--- src/rtl/pipe_pkg.sv ---
// rtl/pipe_pkg.sv - shared encodings for the instruction-fetch stage
package pipe_pkg;

    localparam logic [1:0] PCSRC_PC4 = 2'b00;
    localparam logic [1:0] PCSRC_BR  = 2'b01;
    localparam logic [1:0] PCSRC_JR  = 2'b10;
    localparam logic [1:0] PCSRC_J   = 2'b11;

    localparam logic [31:0] NOP_INST = 32'h0000_0000;

    typedef logic [0:0] state_t;
    localparam state_t ST_FETCH = 1'b0;
    localparam state_t ST_HOLD  = 1'b1;

endpackage

--- src/rtl/mux4x32.sv ---
// rtl/mux4x32.sv - 4-way 32-bit selector
module mux4x32 (
    input  logic [31:0] a0,
    input  logic [31:0] a1,
    input  logic [31:0] a2,
    input  logic [31:0] a3,
    input  logic [1:0]  s,
    output logic [31:0] y
);

    always_comb begin
        y = a0;
        case (s)
            2'b00: y = a0;
            2'b01: y = a1;
            2'b10: y = a2;
            2'b11: y = a3;
            default: y = a0;
        endcase
    end

endmodule

--- src/rtl/pipeif.sv ---
// rtl/pipeif.sv - fetch stage: PC, imem handshake, fetch buffer, redirect latch, IF/ID register
module pipeif
    import pipe_pkg::*;
#(
    parameter logic [31:0] RESET_PC = 32'h0000_0000
) (
    input  logic        clock,
    input  logic        resetn,
    input  logic [1:0]  pcsource,
    input  logic [31:0] bpc,
    input  logic [31:0] jpc,
    input  logic [31:0] da,
    input  logic        wpcir,
    output logic        imem_req,
    output logic [31:0] imem_addr,
    input  logic        imem_ack,
    input  logic [31:0] imem_rdata,
    output logic [31:0] pc,
    output logic [31:0] dpc4,
    output logic [31:0] inst
);

    state_t      state;
    logic        buf_valid;
    logic [31:0] buf_inst;
    logic        redir_valid;
    logic [31:0] redir_pc;

    logic [31:0] pc4;
    logic [31:0] target;
    logic        ack;
    logic        avail;
    logic [31:0] word;
    logic        redir_take;

    assign pc4        = pc + 32'd4;
    // Held low during reset so the first request appears in the first cycle after release.
    assign imem_req   = resetn & (state == ST_FETCH);
    assign imem_addr  = pc;
    assign ack        = imem_req & imem_ack;
    assign avail      = ack | buf_valid;
    assign word       = buf_valid ? buf_inst : imem_rdata;
    assign redir_take = wpcir & (pcsource != PCSRC_PC4) & ~redir_valid;

    mux4x32 u_npc_mux (
        .a0 (pc4),
        .a1 (bpc),
        .a2 (da),
        .a3 (jpc),
        .s  (pcsource),
        .y  (target)
    );

    always_ff @(posedge clock or negedge resetn) begin
        if (!resetn) begin
            state       <= ST_FETCH;
            pc          <= RESET_PC;
            dpc4        <= 32'h0;
            inst        <= NOP_INST;
            buf_valid   <= 1'b0;
            buf_inst    <= 32'h0;
            redir_valid <= 1'b0;
            redir_pc    <= 32'h0;
        end else begin
            case (state)
                ST_FETCH: if (ack && !wpcir) state <= ST_HOLD;
                ST_HOLD:  if (wpcir)         state <= ST_FETCH;
                default:                     state <= ST_FETCH;
            endcase

            if (wpcir) begin
                if (avail) begin
                    inst        <= word;
                    dpc4        <= pc4;
                    buf_valid   <= 1'b0;
                    redir_valid <= 1'b0;
                    if (redir_valid)
                        pc <= redir_pc;
                    else if (redir_take)
                        pc <= target;
                    else
                        pc <= pc4;
                end else begin
                    // Delay slot not yet fetched: remember the target until it arrives.
                    inst <= NOP_INST;
                    if (redir_take) begin
                        redir_valid <= 1'b1;
                        redir_pc    <= target;
                    end
                end
            end else if (ack) begin
                buf_valid <= 1'b1;
                buf_inst  <= imem_rdata;
            end
        end
    end

endmodule

--- config.mk ---
export PLATFORM = sky130hd
export DESIGN_NAME = pipeif
export DESIGN_NICKNAME = d
export VERILOG_FILES = /design/src/rtl/pipe_pkg.sv /design/src/rtl/mux4x32.sv /design/src/rtl/pipeif.sv
export SDC_FILE = /design/constraint.sdc
export NUM_CORES = 1
export LEC_CHECK = 0
export ABC_AREA = 1
export CAP_MARGIN = 15
export CORE_ASPECT_RATIO = 0.7
export CORE_MARGIN = 3
export CORE_UTILIZATION = 51
export CTS_CLUSTER_DIAMETER = 50
export DETAILED_ROUTE_END_ITERATION = 10
export GPL_ROUTABILITY_DRIVEN = 0
export PLACE_DENSITY = 0.86
export SYNTH_ARGS = -nofsm -noshare
export SYNTH_HDL_FRONTEND = slang
export SYNTH_SLANG_ARGS = --single-unit
--- constraint.sdc ---
create_clock -name clock -period 4.1 [get_ports clock]
set_input_delay 1.025 -clock clock [delete_from_list [all_inputs] [get_ports clock]]
set_output_delay 1.025 -clock clock [all_outputs]
set_load 0.01 [all_outputs]
==> flow_metrics.tcl <==
set metrics [dict create \
    p_sw_share_pct 34.98 \
    place.detailed.hpwl_um 20230 \
    critPathTopFamily "buffers and inverters" \
    syn_inst 1130 \
    cap_violations 0 \
    dr.pass1.iters 7 \
    ys_types 34 \
    fin_setup_tns_ns 0 \
    p_leak_nw 5.282 \
    die_area_um2 18300 \
    clk_pin_slew_ns 0.06 \
    synth_seq_cells 163 \
    die_x_um 160.4 \
    antenna_found_initial 0 \
    rows 38 \
    crit_start "resetn" \
    die_y_um 114.1 \
    io_pins 263 \
    first_global_vias 8326 \
    ys_seq_area_share_pct 47.92 \
    clkPwrFrac_pct 25.7 \
    nFillCells 1190 \
    slowest_delay_ns 0.60 \
    final_cell_mix "391 x nand2_1, 261 x clkdlybuf4s50_1, 163 x dfrtp_1" \
    setup_violations 0 \
    rsz0062_at_grt "false" \
    grt_use_total_pct 30.77 \
    crit_chain "buf_6 > inv_1 > nor2_2 > clkdlybuf4s50_1" \
    yosysWarnings 0 \
    drc 0 \
    ctsHtreeMaxLevel 4 \
    synth-edff-count 0 \
    grt_overflow 0 \
    cts_setup_buffers 0 \
    timing.final.crit_share_pct 72.45 \
    hold_buffers 0 \
    nets 1464 \
    end_kind "output pin" \
    cp_max_fo 3 \
    reg2reg_depth 7 \
    power_frac_comb_pct 34.7 \
    path_buf_inv 3 \
    synth_fp_nets 1265 \
    worstSetupStartpointType "input port" \
    drt.antenna.violating_nets 0 \
    run_status "finished, final reports clean" \
    max-vdd-ir-drop_uv 283.8 \
    syn_avg_cell_area_um2 7.533 \
    finalMaxSlewViolations 0 \
    drive_above_1_share_pct 4.396 \
    path_depth 4 \
    synth_top_cell_by_area "dfrtp_1" \
    clock_latency_ns 0.43 \
    synth_top_area_share_pct 47.92 \
    powerDensity_nw_per_um2 537.8 \
    power.switching_w 0.002184 \
    slew_headroom_pct 36.96 \
    ctsResizeCount 0 \
    ys_async_sr_fraction_pct 100.0 \
    grt_max_degree 164 \
    synthFlopType "dfrtp_1" \
    syn_area_um2 8512 \
    critical_path_arrival_ns 1.95 \
    cts_buffer_depth 2 \
    hold_violations 0 \
    cts-buffers-inserted 17 \
    intPower_w 0.004059 \
    clockRootBuffer "clkbuf_16" \
    r2r_start "buf_valid" \
    cts_tree "built" \
    r2r-end "imem_addr[12]" \
    final_common_cell "nand2_1" \
    drtIter0Drc 1119 \
    cts_num_sinks 163 \
    fin_skew_ns 0.01062 \
    wl_per_cell_um 17.84 \
    core-area_um2 15930 \
    cp.required_ns 3.07 \
    max_slew.worst_pin.slew_ns 0.9442 \
    hp-class "register to register" \
    start_util_pct 53.44 \
    crit_type "input port to output pin" \
    final_util_pct 72.88 \
    r2r_setup_slack_ns 1.42 \
    min_period_ns 2.971 \
    grt_pass1_wl_um 44180 \
    cp-endpoint "imem_req" \
    p_seq_share_pct 39.6 \
    worst_path_max_delay_cell "clkdlybuf4s50_1" \
    num_vias 8702 \
    synth_area_leaders "dfrtp_1 48%, nand2_1 17%, o21ai_0 9.5%" \
    portBuffers 262 \
    routed_wl_um 27900 \
    timing.fmax_ghz 0.3366 \
    via_per_inst 5.564 \
    syn_to_final_growth_pct 36.38 \
]
==> area by class of cell <==
class	instances	area (µm²)	area share, %
timing repair buffer	271	2729	23.51
sequential	163	4079	35.14
antenna	2	5.005	0.04311
inverter	82	307.8	2.651
clock buffer	19	442.9	3.815
multi-input combinational	794	3621	31.19
tap	220	275.3	2.371
clock inverter	13	148.9	1.283
==> worst register-to-register path, stage by stage, from the launching register on <==
cell,delay (ns)
dfrtp_1,0.38
inv_2,0.68
nand2_2,0.15
nand2_2,0.15
buf_4,0.66
nor2_1,0.24
nand2_1,0.20
nand3_1,0.10
==> power groups by stage <==
stage	clock network, W	registers [W]	logic, W
2_1_floorplan	0	0.00247	0.00100
3_3_place_gp	0	0.00246	0.00209
3_5_place_dp	0	0.00248	0.00214
4_1_cts	0.00162	0.00246	0.00216
5_1_grt	0.00168	0.00253	0.00235
6_report	0.00160	0.00248	0.00216
==> routing by layer <==
layer  share of wire (%)  global-route usage [%]  routed length (µm)
met5                   0                       0                   0
met4                 2.1                   9.249                 591
met2                  45                   47.19               12440
met1                  41                   42.55               11520
met3                  12                   9.328                3350
==> synthesized netlist by cell type (2+ instances only) <==
library cell,n
buf_1,3
o21ai_1,7
nand2_1,391
o211ai_1,3
a21oi_1,15
nand2_2,2
nor2_1,60
nor2_4,4
o22ai_1,6
nor2_2,3
a22oi_1,15
buf_2,17
a31oi_1,5
o21a_1,11
xnor2_1,7
xor2_1,4
nand3_1,89
o21ai_0,161
inv_1,78
dfrtp_1,163
clkbuf_1,33
buf_4,37
inv_2,4
nand4_1,2
==> kinds of logic (layout without fill, tap and decap cells) <==
| kind of cell | after synthesis | after routing | share of synthesized area, % |
|---|---|---|---|
| muxes | 1 | 1 | 0.1323 |
| other | 0 | 2 | 0 |
| xor gates and xnor gates | 11 | 11 | 1.132 |
| buffers and inverters | 173 | 385 | 9.599 |
| adders and majority gates | 1 | 1 | 0.1470 |
| and+or+nand+nor | 556 | 556 | 26.65 |
| AOI/OAI and AO/OA | 225 | 225 | 14.42 |
| DFF | 163 | 163 | 47.92 |
==> flip-flops by register name, indices dropped and copies added (netlist names) <==
name,count
redir_pc,32
dpc4,32
inst,32
imem_addr,32
buf_valid,1
state,1
buf_inst,32
redir_valid,1
==> worst min path at each step <==
stage | start | endpoint | slack (ns) | cells after the start
after detailed placement | buf_inst[13] | buf_inst[13] | 0.47 | 2
after global routing | dpc4[7] | dpc4[7] | 0.50 | 2
after CTS | buf_inst[22] | buf_inst[22] | 0.48 | 2
after floorplan | buf_inst[0] | buf_inst[0] | 0.45 | 2
after global placement | buf_inst[13] | buf_inst[13] | 0.46 | 2
final | dpc4[14] | dpc4[14] | 0.48 | 2
==> through the flow <==
step / total power (W) / hold slack, ns / std cells / setup WS (ns) / instance area [µm²]
after floorplan: 0.003472 / 0.4479 / 1130 / 1.874 / 8512
after CTS: 0.006227 / 0.4847 / 1562 / 1.131 / 11600
after global placement: 0.004543 / 0.4612 / 1530 / 0.9975 / 11010
after global routing: 0.006560 / 0.5016 / 1562 / 1.094 / 11600
after detailed placement: 0.004617 / 0.4686 / 1530 / 0.9224 / 11010
final: 0.006243 / 0.4811 / 1564 / 1.129 / 11610
Power figures use the tool's default switching activity.
